$ cat src/rtl/pipe_stage_reg_if.sv
// -----------------------------------------------------------------------------
// pipe_stage_reg_if
// Valid/ready beat bus that links two pipeline stages. Each beat carries an
// opaque control bundle and a data payload.
//
//   valid  master -> slave  a beat is present on ctrl/data
//   ready  slave  -> master the slave takes the beat this cycle
//   ctrl   master -> slave  control bundle   [CTRL_W-1:0]
//   data   master -> slave  payload          [DATA_W-1:0]
//
// A beat transfers on any cycle where valid and ready are both high.
// -----------------------------------------------------------------------------
interface pipe_stage_reg_if #(
   parameter int DATA_W = 128,
   parameter int CTRL_W = 9
);
   logic              valid;
   logic              ready;
   logic [CTRL_W-1:0] ctrl;
   logic [DATA_W-1:0] data;

   modport master (output valid, output ctrl, output data, input  ready);
   modport slave  (input  valid, input  ctrl, input  data, output ready);
endinterface

$ cat src/rtl/pipe_stage_reg.sv
// -----------------------------------------------------------------------------
// pipe_stage_reg
// Generic inter-stage register (ID/EX, EX/MEM, MEM/WB). It moves a control
// bundle plus payload from one stage to the next under valid/ready, with
// optional skid storage, a synchronous flush for squashing, and bubble
// injection. A slot that is not valid presents all-zero control, so it acts
// as a NOP downstream.
//
// Parameters
//   DATA_W  payload width
//   CTRL_W  control bundle width
//   SKID    1: two entries (main + skid), in_ready depends only on flops
//           0: one entry, in_ready depends combinationally on out_ready
//
// Ports
//   Clk         rising-edge clock
//   Reset       asynchronous active-high reset
//   upstream    incoming beats (slave side: valid/ctrl/data in, ready out)
//   downstream  outgoing beats (master side: valid/ctrl/data out, ready in)
//   flush       squash every held beat at the next edge; blocks acceptance
//   bubble      block acceptance; held beats still drain
//   occupancy   number of held beats (0..2)
// -----------------------------------------------------------------------------
module pipe_stage_reg #(
   parameter int DATA_W = 128,
   parameter int CTRL_W = 9,
   parameter bit SKID   = 1'b1
) (
   input  logic                     Clk,
   input  logic                     Reset,
   pipe_stage_reg_if.slave          upstream,
   pipe_stage_reg_if.master         downstream,
   input  logic                     flush,
   input  logic                     bubble,
   output logic [1:0]               occupancy
);

   // The state encoding is the beat count, so occupancy is the state itself.
   typedef enum logic [1:0] {
      ST_EMPTY = 2'd0,
      ST_ONE   = 2'd1,
      ST_FULL  = 2'd2
   } state_t;

   state_t            state, state_nxt;

   logic [CTRL_W-1:0] main_ctrl, skid_ctrl;
   logic [DATA_W-1:0] main_data, skid_data;

   logic              main_valid;
   logic              in_ready;
   logic              accept;
   logic              drain;
   logic              load_main_in;
   logic              load_main_skid;
   logic              load_skid;

   assign main_valid = (state != ST_EMPTY);
   assign accept     = upstream.valid & in_ready;
   assign drain      = main_valid & downstream.ready;

   // With a skid entry, ready is a decode of state only (FULL == skid valid),
   // which breaks the combinational ready path through this stage.
   always_comb begin
      if (SKID)
         in_ready = (state != ST_FULL) & ~flush & ~bubble & ~Reset;
      else
         in_ready = (~main_valid | downstream.ready) & ~flush & ~bubble & ~Reset;
   end

   // NOTE: every output of this block gets a default before the case so no
   // path leaves a signal unassigned, which would otherwise infer a latch.
   always_comb begin
      state_nxt      = state;
      load_main_in   = 1'b0;
      load_main_skid = 1'b0;
      load_skid      = 1'b0;
      // Flush wins over a simultaneous drain; accept cannot coincide with it
      // because in_ready is low while flush is high.
      if (flush) begin
         state_nxt = ST_EMPTY;
      end else begin
         case (state)
            ST_EMPTY: begin
               if (accept) begin
                  state_nxt    = ST_ONE;
                  load_main_in = 1'b1;
               end
            end
            ST_ONE: begin
               if (accept && drain) begin
                  load_main_in = 1'b1;
               end else if (accept && SKID) begin
                  state_nxt = ST_FULL;
                  load_skid = 1'b1;
               end else if (drain) begin
                  state_nxt = ST_EMPTY;
               end
            end
            ST_FULL: begin
               if (drain) begin
                  state_nxt      = ST_ONE;
                  load_main_skid = 1'b1;
               end
            end
            default: state_nxt = ST_EMPTY;
         endcase
      end
   end

   // NOTE: sequential state uses non-blocking assignments so every flop
   // samples pre-edge values regardless of statement order.
   always_ff @(posedge Clk or posedge Reset) begin
      if (Reset) state <= ST_EMPTY;
      else       state <= state_nxt;
   end

   // NOTE: the entry registers are reset because out_data must read zero
   // after reset; flush and drain deliberately leave them untouched.
   always_ff @(posedge Clk or posedge Reset) begin
      if (Reset) begin
         main_ctrl <= '0;
         main_data <= '0;
         skid_ctrl <= '0;
         skid_data <= '0;
      end else begin
         if (load_main_in) begin
            main_ctrl <= upstream.ctrl;
            main_data <= upstream.data;
         end else if (load_main_skid) begin
            main_ctrl <= skid_ctrl;
            main_data <= skid_data;
         end
         if (load_skid) begin
            skid_ctrl <= upstream.ctrl;
            skid_data <= upstream.data;
         end
      end
   end

   assign upstream.ready   = in_ready;
   assign downstream.valid = main_valid;
   // Control is gated so an empty slot is a NOP; payload is left as-is.
   assign downstream.ctrl  = main_valid ? main_ctrl : '0;
   assign downstream.data  = main_data;
   assign occupancy        = state;

endmodule
$ cat src/flat_wrapper.sv
// flat-port wrapper written by rule: the top's interface ports become plain ports
module pipe_stage_reg_flat 
#(
   parameter int DATA_W = 128,
   parameter int CTRL_W = 9,
   parameter bit SKID   = 1'b1
)
  (Clk, Reset, flush, bubble, occupancy, upstream_valid, upstream_ctrl, upstream_data, upstream_ready, downstream_valid, downstream_ctrl, downstream_data, downstream_ready);
  pipe_stage_reg_if #(.DATA_W(DATA_W), .CTRL_W(CTRL_W)) upstream_i ();
  pipe_stage_reg_if #(.DATA_W(DATA_W), .CTRL_W(CTRL_W)) downstream_i ();
  input  logic Clk;
  input  logic Reset;
  input  logic flush;
  input  logic bubble;
  output logic [1:0] occupancy;
  input wire logic [$bits(upstream_i.valid)-1:0] upstream_valid;
  input wire logic [$bits(upstream_i.ctrl)-1:0] upstream_ctrl;
  input wire logic [$bits(upstream_i.data)-1:0] upstream_data;
  output wire logic [$bits(upstream_i.ready)-1:0] upstream_ready;
  output wire logic [$bits(downstream_i.valid)-1:0] downstream_valid;
  output wire logic [$bits(downstream_i.ctrl)-1:0] downstream_ctrl;
  output wire logic [$bits(downstream_i.data)-1:0] downstream_data;
  input wire logic [$bits(downstream_i.ready)-1:0] downstream_ready;
  assign upstream_i.valid = upstream_valid;
  assign upstream_i.ctrl = upstream_ctrl;
  assign upstream_i.data = upstream_data;
  assign upstream_ready = upstream_i.ready;
  assign downstream_valid = downstream_i.valid;
  assign downstream_ctrl = downstream_i.ctrl;
  assign downstream_data = downstream_i.data;
  assign downstream_i.ready = downstream_ready;
  pipe_stage_reg #(.DATA_W(DATA_W), .CTRL_W(CTRL_W), .SKID(SKID)) u_core (.Clk(Clk), .Reset(Reset), .upstream(upstream_i), .downstream(downstream_i), .flush(flush), .bubble(bubble), .occupancy(occupancy));
endmodule
$ cat config.mk
export PLATFORM = sky130hd
export DESIGN_NAME = pipe_stage_reg_flat
export DESIGN_NICKNAME = d
export VERILOG_FILES = /design/src/rtl/pipe_stage_reg_if.sv /design/src/rtl/pipe_stage_reg.sv /design/src/flat_wrapper.sv
export SDC_FILE = /design/constraint.sdc
export NUM_CORES = 1
export LEC_CHECK = 0
export ABC_CLOCK_PERIOD_IN_PS = 10300
export BUFFER_PORTS_ARGS = -buffer_cell sky130_fd_sc_hd__buf_2
export CAP_MARGIN = 20
export CORE_ASPECT_RATIO = 0.5
export CORE_MARGIN = 2
export CORE_UTILIZATION = 54
export CTS_CLUSTER_SIZE = 30
export DETAILED_ROUTE_END_ITERATION = 6
export GPL_ROUTABILITY_DRIVEN = 0
export PLACE_DENSITY = 0.87
export SLEW_MARGIN = 20
export SYNTH_ARGS = -nofsm -noshare
export SYNTH_HDL_FRONTEND = slang
export SYNTH_SLANG_ARGS = --single-unit
$ cat constraint.sdc
create_clock -name Clk -period 10.3 [get_ports Clk]
set_clock_uncertainty 0.1 [all_clocks]
set_input_delay 0 -clock Clk [delete_from_list [all_inputs] [get_ports Clk]]
set_output_delay 0 -clock Clk [all_outputs]
set_load 0.02 [all_outputs]
==> results of run 1 <==
-- metrics by stage --
stage	worst slack, ns	area [sq um]
2_1_floorplan	2.591	11850
3_3_place_gp	7.112	13270
3_5_place_dp	6.940	13290
4_1_cts	6.923	15520
5_1_grt	6.606	15520
6_report	6.713	15520
-- metal layers --
layer | global-route usage (%) | vias to the layer above | wire length, um
li1 | - | 3683 | -
met1 | 35.43 | 4526 | 12960
met2 | 49.30 | 441 | 17050
met3 | 5.040 | 144 | 1739
met4 | 15.63 | 0 | 1847
met5 | 0 | - | 0
-- where the power goes --
group / leakage, uW / total (uW) / internal [uW] / switching, uW
Sequential: 0.00362 / 1340 / 1240 / 104
Combinational: 0.00367 / 570 / 271 / 299
Clock: 0.000399 / 940 / 527 / 414
Total: 0.00770 / 2850 / 2030 / 816
-- tightest hold or removal path: stages --
cell	delay [ns]
dlygate4sd3_1	0.51
buf_2	0.10
a221o_1	0.13
-- cell usage after synthesis --
cell type	instances	area share [%]
nor3_1	2	0.084
and3b_1	1	0.074
nor3_4	1	0.14
mux2_4	130	16
and2_1	137	7.2
nand2_1	1	0.032
dfrtp_1	276	58
buf_2	16	0.68
nor3b_1	1	0.063
buf_6	1	0.095
a21oi_1	2	0.084
mux2_2	7	0.67
inv_1	3	0.095
nand2b_1	1	0.053
nor4_1	1	0.053
clkbuf_1	29	0.92
o31a_1	1	0.074
buf_12	14	2.4
and3_1	1	0.053
nor2b_1	10	0.53
nor4b_1	1	0.074
a221o_1	137	12
or4b_4	1	0.12
nor2_1	1	0.032
a31oi_1	1	0.053
nor4bb_1	1	0.084
-- path summary, 6_finish.rpt --
kind                                      start                    endpoint  slack (ns)  depth (start not counted)
setup / recovery            u_core.occupancy[1]  u_core.downstream.data[34]        6.71                          4
hold / removal                upstream_data[26]  u_core.downstream.data[26]        0.15                          3
setup reg to reg            u_core.occupancy[1]  u_core.downstream.data[34]        6.71                          4
hold reg to reg            u_core.skid_data[82]        u_core.skid_data[82]        0.40                          1
max in group asynchronous                 Reset  u_core.downstream.data[68]        7.87                          5
min in group asynchronous                 Reset         u_core.occupancy[1]        0.18                          3
-- cell families (layout without fill, tap and decap cells) --
| group | count (synthesis) | count (layout) |
|---|---|---|
| buf+inv | 63 | 479 |
| simple gates | 160 | 160 |
| compound gates | 141 | 141 |
| flops | 276 | 276 |
| other cells | 0 | 1 |
| mux | 137 | 137 |
-- flip-flops by register name, indices dropped and copies added (netlist names) --
name,flops
u_core.skid_data,128
u_core.occupancy,2
u_core.main_ctrl,9
u_core.downstream.data,128
u_core.skid_ctrl,9
-- what timing repair did --
action / 4_1_cts / 5_1_grt
hold buffers: 142 / 0
buffers inserted: 0 / 0
hold endpoints to repair: 402 / 0
-- cell type report --
cell class	instances	share of cell area, %
clock inverters	9	0.6610
clock buffers	34	4.506
multi-input cells	438	28.88
well taps	300	2.418
repair buffers	433	18.90
diodes	1	0.01612
inverters	3	0.1209
flip-flops and latches	276	44.49
==> results.json, run 1 <==
{
  "grt_max_degree": 138,
  "row_count": 38,
  "holdWs_ns": 0.1473,
  "antenna_found_initial": 0,
  "die_area_sq_um": 23210,
  "yosys.area_share.simple_pct": 8.619,
  "ioPinCount": 284,
  "totalNegativeSetupSlack_ns": 0,
  "cts_tree": "yes",
  "crit_arrival_ns": 3.93,
  "synth_nets": 920,
  "die_y_um": 108.7,
  "nets": 1320,
  "die_width_um": 213.5,
  "dr.first_iter.drc_count": 887,
  "crit_chain": "nor4b_1 -> and3_4 -> buf_4 -> a221o_1",
  "dp.final_hpwl_mm": 17.75,
  "core_area_sq_um": 21590,
  "multiInputGateArea_sq_um": 4483,
  "max_stage_delay_ns": 0.89,
  "leakage_uw": 0.007697,
  "wl_mm": 33.60,
  "seq_area_frac_synth_pct": 58.30,
  "grt_pass1_wl_mm": 52.28,
  "max_freq_mhz": 278.8,
  "grt_usage_pct": 28.83,
  "cts_sinks": 276,
  "slowest_stage": "and3_4",
  "place_inst": 1308,
  "synthAdderAreaFrac_pct": 0,
  "cts_buffer_depth": 3,
  "period_share_pct": 34.82,
  "avgViaCountPerCell": 5.886,
  "grt-ovfl-total": 0,
  "io_buffers": 283,
  "critPathMaxFanout": 71,
  "drc_errors": 0,
  "start_util_pct": 54.88,
  "crit_type": "reg2reg",
  "maxCapViolations": 0,
  "worst_skew_pair.late_latency_ns": 0.53,
  "num_vias": 8794,
  "cp_num_buf_inv": 1,
  "power_density_nw_per_um2": 183.7,
  "critical_path_required_ns": 10.65,
  "most-common-layout-cells": "283 x buf_2, 276 x dfrtp_1, 142 x dlygate4sd3_1, 137 x and2_1, 137 x a221o_1",
  "synthToLayoutAreaGrowth_pct": 31.03,
  "synth_top_family_by_area": "multiplexers",
  "synth.distinct_cells": 26,
  "synth_compound_gate_area_share_pct": 11.79,
  "worstMarginPinSlew_ns": 1.166,
  "muxShareOfSynthArea_pct": 17.14,
  "rsz0062_at_grt": "no",
  "routedWlPerCell_um": 22.49,
  "synth_xor_xnor_area_share_pct": 0,
  "hp-class": "in2reg",
  "clkTransAtPathRegs_ns": 0.07,
  "worst_setup_path_start_kind": "register",
  "regArea_sq_um": 6907,
  "firstDrtPassIters": 5,
  "fillCellCount": 1300,
  "postLayoutCoreUtil_pct": 71.91,
  "drv_slew": 0,
  "power_uw": 2851,
  "layout_commonest_cell": "buf_2",
  "peakVddDrop_uv": 99.23,
  "syn_avg_cell_area_sq_um": 15.25,
  "stdcell_count": 1494,
  "syn-cell-area_sq_um": 11850,
  "cts_made_buffers": 25,
  "crit_family": "simple AND/OR/NAND/NOR gates",
  "root_buffer": "clkbuf_16",
  "final-hold-violation-count": 0,
  "htree_levels": 1,
  "status": "completed",
  "cts_resized": 0,
  "drive_gt1_share_pct": 39.56,
  "setup_viol": 0,
  "period_needed_ns": 3.587,
  "setup.worst_path.end_class": "register",
  "yosys_warnings": 0,
  "final_antenna_net_count": 0,
  "syn_inst": 777,
  "grt_pass1_vias": 9481,
  "relSlewSlack_pct": 22.25,
  "ys_ff_latch": 276
}
Power figures use the tool's default switching activity.
==> inputs of run 2 (changes only) <==
ABC_CLOCK_PERIOD_IN_PS = 3300   (was 10300)
clock period = 3.3 ns   (was 10.3 ns; I/O delays follow)
==> run 2 against run 1 <==
  * Non-clock buffer count increased by 5
  * Critical path type unchanged
  * Die area unchanged
  * Final area increased by 0.98%
  * Fmax increased by 25%
  * Core utilization increased by 0.71 points
  * Worst hold slack got worse by 0.088 ns
  * Final cell count increased by 0.54%
  * Sequential cell count unchanged
  * Global-route usage increased by 0.91 points
  * Clock power increased to 3.3 times the previous value
==> results.json, run 2 (synthesized netlist as in run 1, its figures left out) <==
{
  "avgViaCountPerCell": 5.978,
  "rsz0062_at_grt": "no",
  "cts_resized": 0,
  "max_stage_delay_ns": 0.85,
  "crit_arrival_ns": 3.22,
  "setup_viol": 0,
  "crit_type": "reg2reg",
  "antenna_found_initial": 2,
  "holdWs_ns": 0.05949,
  "core_area_sq_um": 21590,
  "final_antenna_net_count": 0,
  "period_share_pct": 86.76,
  "drv_slew": 0,
  "status": "completed",
  "crit_chain": "nor4b_1 -> and3_4 -> buf_12 -> a221o_1",
  "grt_pass1_vias": 9674,
  "grt_max_degree": 138,
  "die_area_sq_um": 23210,
  "io_buffers": 283,
  "peakVddDrop_uv": 287.9,
  "firstDrtPassIters": 5,
  "drc_errors": 0,
  "start_util_pct": 54.88,
  "top_usage_layer": "met2",
  "design_area_sq_um": 15680,
  "critical_path_required_ns": 3.65,
  "root_buffer": "clkbuf_16",
  "cts_sinks": 276,
  "met1_usage_pct": 35.15,
  "post-cts-setup-buffers": 0,
  "leakage_uw": 0.007753,
  "setup.worst_path.end_class": "register",
  "grt-ovfl-total": 0,
  "period_needed_ns": 2.863,
  "max_freq_mhz": 349.3,
  "grt_usage_pct": 29.74,
  "placed_cell_area_sq_um": 13390,
  "drive_gt1_share_pct": 39.87,
  "totalNegativeSetupSlack_ns": 0,
  "use_met2_pct": 51.83,
  "relSlewSlack_pct": 37.29,
  "cp_num_buf_inv": 1,
  "synthToLayoutAreaGrowth_pct": 32.32,
  "wl_mm": 34.97,
  "cts_tree": "yes",
  "die_y_um": 108.7,
  "cts_hold_buf": 142,
  "ioPinCount": 284,
  "hp-class": "in2async",
  "row_count": 38,
  "dp.final_hpwl_mm": 18.42,
  "final-hold-violation-count": 0,
  "cts_buffer_depth": 3,
  "power_density_nw_per_um2": 576.9,
  "die_width_um": 213.5,
  "cts_made_buffers": 24,
  "worst_skew_pair.late_latency_ns": 0.53,
  "nets": 1324,
  "worst_setup_path_start_kind": "register",
  "grt_pass1_wl_mm": 53.37,
  "layout_commonest_cell": "buf_2",
  "critPathMaxFanout": 60,
  "met3_usage_pct": 5.156,
  "routedWlPerCell_um": 23.28,
  "dr.first_iter.drc_count": 918,
  "worstMarginPinSlew_ns": 0.9276,
  "most-common-layout-cells": "283 x buf_2, 276 x dfrtp_1, 142 x dlygate4sd3_1, 137 x and2_1, 137 x a221o_1",
  "num_vias": 8979,
  "htree_levels": 1,
  "slowest_stage": "nor4b_1",
  "crit_family": "simple AND/OR/NAND/NOR gates",
  "maxCapViolations": 0,
  "clkTransAtPathRegs_ns": 0.07
}
==> run 2: cell count changes in the layout (fill, tap and decap cells not counted) <==
cell,before,now
inv_8,1,0
buf_12,1,8
buf_6,1,0
clkinvlp_4,0,1
clkinv_4,1,0
buf_16,1,0
clkbuf_8,4,10
clkinv_2,5,2
inv_6,1,0
diode_2,1,3
==> run 2: layout make-up <==
cell class	instances	area, sq um
antenna	3	7.507
tap	300	375.4
timing repair buffer	438	3035
fill	1283	5911
clock inverter	4	70.07
sequential	276	6907
inverter	3	15.01
multi-input combinational	438	4483
clock buffer	40	782.0
==> run 2: per-layer routing <==
metal / routed length, um / vias to the layer above
li1: - / 3701
met1: 12990 / 4635
met2: 17970 / 473
met3: 1842 / 170
met4: 2158 / 0
met5: 0 / -
==> run 2: worst min-delay path, stage by stage <==
cell,delay [ns]
dlygate4sd3_1,0.55
buf_2,0.18
clkinvlp_4,0.40
==> run 2: metrics by stage <==
step                      utilization [%]  total power (uW)  std cells  setup slack [ns]
after detailed placement            62.05              5802       1313            0.7262
after CTS                           72.58              8965       1499            0.6907
after global routing                72.61              9364       1501            0.3239
after global placement              62.05              5719       1313            0.8545
after floorplan                         -              5146        777           -0.4514
final                               72.62              9042       1502            0.4371
==> run 2: path summary, 6_finish.rpt <==
| check | startpoint | end | slack, ns | cells after the start |
|---|---|---|---|---|
| worst max-delay path | u_core.occupancy[1] | u_core.downstream.data[115] | 0.44 | 4 |
| worst min-delay path | Reset | u_core.downstream.data[109] | 0.06 | 3 |
| worst max register to register | u_core.occupancy[1] | u_core.downstream.data[115] | 0.44 | 4 |
| worst min register to register | u_core.skid_data[112] | u_core.skid_data[112] | 0.40 | 1 |
| max in group asynchronous | Reset | u_core.downstream.data[77] | 1.97 | 4 |
| min in group Clk | upstream_valid | u_core.occupancy[0] | 0.07 | 4 |
==> run 2: power by group <==
| part | leakage [uW] | switching, uW | internal, uW |
|---|---|---|---|
| logic | 0.00371 | 947 | 854 |
| clock network | 0.000422 | 1290 | 1770 |
| registers | 0.00362 | 325 | 3860 |
==> inputs of run 3 (changes only) <==
CELL_PAD_IN_SITES_DETAIL_PLACEMENT = 0   (was unset)
CELL_PAD_IN_SITES_GLOBAL_PLACEMENT = 2   (was unset)
CORE_UTILIZATION = 37   (was 54)
==> run 3 against run 2 <==
  * Critical path depth unchanged
  * Register-to-register slack better by 0.07 ns
  * Worst hold slack better by 0.084 ns
  * Largest cell class unchanged
  * Clock-buffer cell count down 4
  * Sequential cell count unchanged
  * Power up 1.2%
==> results.json, run 3 (synthesized netlist as in run 1, its figures left out) <==
{
  "reg2reg_from": "u_core.occupancy[1]",
  "clkTransAtPathRegs_ns": 0.07,
  "layout_commonest_cell": "buf_2",
  "max_stage_delay_ns": 0.79,
  "die_y_um": 130.5,
  "num_vias": 8299,
  "setup.worst_path.end_class": "register",
  "hp-class": "in2reg",
  "power_density_nw_per_um2": 574.5,
  "drv_slew": 0,
  "period_share_pct": 84.72,
  "peakVddDrop_uv": 321.7,
  "drive_gt1_share_pct": 40.08,
  "wl_mm": 30.80,
  "grt_pass1_wl_mm": 47.84,
  "grt-ovfl-total": 0,
  "core_area_sq_um": 31600,
  "hold_path_startpoint": "upstream_data[98]",
  "stdcell_count": 1637,
  "io_buffers": 283,
  "grt_usage_pct": 17.54,
  "crit_type": "reg2reg",
  "final-hold-violation-count": 0,
  "most-common-layout-cells": "283 x buf_2, 276 x dfrtp_1, 144 x dlygate4sd3_1, 137 x and2_1, 137 x a221o_1",
  "dp.final_hpwl_mm": 18.91,
  "timing.final.ws_setup_ns": 0.5044,
  "die_area_sq_um": 33550,
  "drc_errors": 0,
  "maxCapViolations": 0,
  "leakage_uw": 0.007792,
  "crit_chain": "nor4b_1 -> and3_4 -> buf_12 -> a221o_1",
  "cts_made_buffers": 27,
  "die_width_um": 257.1,
  "start_util_pct": 37.49,
  "r2r_end": "u_core.downstream.data[86]",
  "critical_path_required_ns": 3.66,
  "cts_hold_buf": 144,
  "critPathMaxFanout": 55,
  "antenna_found_initial": 0,
  "routedWlPerCell_um": 18.81,
  "crit_arrival_ns": 3.16,
  "totalNegativeSetupSlack_ns": 0,
  "grt_max_degree": 138,
  "design_area_sq_um": 15930,
  "cts_tree": "yes",
  "worstHoldEndpoint": "u_core.downstream.data[98]",
  "reg2regPathDepth": 4,
  "holdWs_ns": 0.1437,
  "synthToLayoutAreaGrowth_pct": 34.45,
  "cts_sinks": 276,
  "period_needed_ns": 2.796,
  "post-cts-setup-buffers": 0,
  "root_buffer": "clkbuf_16",
  "worstMarginPinSlew_ns": 0.8253,
  "status": "completed",
  "ioPinCount": 284,
  "final_antenna_net_count": 0,
  "relSlewSlack_pct": 44.20,
  "rsz0062_at_grt": "no",
  "worst_setup_path_start_kind": "register",
  "row_count": 46,
  "cts_buffer_depth": 3,
  "dr.first_iter.drc_count": 456,
  "r2r_slack_ns": 0.50,
  "htree_levels": 1,
  "worst_skew_pair.late_latency_ns": 0.53,
  "setup_viol": 0,
  "nets": 1329,
  "grt_pass1_vias": 8784,
  "min_path_cells": 3,
  "placed_cell_area_sq_um": 13560,
  "cts_resized": 0,
  "avgViaCountPerCell": 5.070,
  "insertedDiodeCount": 0,
  "post-place-ws_ns": 0.5513,
  "max_freq_mhz": 357.7,
  "slowest_stage": "and3_4",
  "place_inst": 1445,
  "firstDrtPassIters": 4
}
run 3: cell count changes in the layout (fill, tap and decap cells not counted), sizes merged:
| cell | before | now |
|---|---|---|
| clkbuf | 40 | 36 |
| clkinvlp | 1 | 4 |
| dlygate4sd3 | 142 | 144 |
| diode | 3 | 0 |
| clkinv | 2 | 5 |
| bufinv | 2 | 4 |
run 3: layer usage:
metal / part of all wire [%] / track usage, %
met1: 42 / 22.20
met2: 50 / 29.97
met3: 2.7 / 2.604
met4: 4.9 / 8.721
met5: 0 / 0
run 3: power breakdown:
| group | switching, uW | internal, uW |
|---|---|---|
| clock network | 1330 | 1930 |
| registers | 286 | 3860 |
| logic | 894 | 853 |
| total | 2510 | 6640 |
run 3: worst max path at each step:
stage                              from                    endpoint  cells past startpoint
finish              u_core.occupancy[1]  u_core.downstream.data[86]                      4
global route        u_core.occupancy[1]  u_core.downstream.data[82]                      4
CTS                 u_core.occupancy[1]  u_core.downstream.data[86]                      4
detailed placement  u_core.occupancy[1]  u_core.downstream.data[56]                      4
global placement    u_core.occupancy[1]  u_core.downstream.data[68]                      4
floorplan                         Reset   u_core.downstream.data[0]                      1
run 3: stage by stage:
| stage | util (%) | power [uW] |
|---|---|---|
| final | 50.41 | 9150 |
| after global routing | 50.41 | 9535 |
| after CTS | 50.41 | 9257 |
| after detailed placement | 42.91 | 5811 |
| after global placement | 42.91 | 5768 |
| after floorplan | - | 5146 |
run 3: area by class of cell:
type,count,area [sq um]
Tap cell,432,540.5
Inverter,3,15.01
Multi-Input combinational cell,438,4483
Sequential cell,276,6907
Fill cell,2695,15670
Clock inverter,12,167.7
Clock buffer,36,759.5
Timing Repair Buffer,440,3055
run 3: worst max-delay path: cells and delay by family (launching register included):
| kind | cells | cell delay [ns] |
|---|---|---|
| AO/OA/AOI/OAI | 1 | 0.21 |
| buffers and inverters | 1 | 0.35 |
| flip-flops | 1 | 0.47 |
| AND/OR/NAND/NOR | 2 | 1.56 |
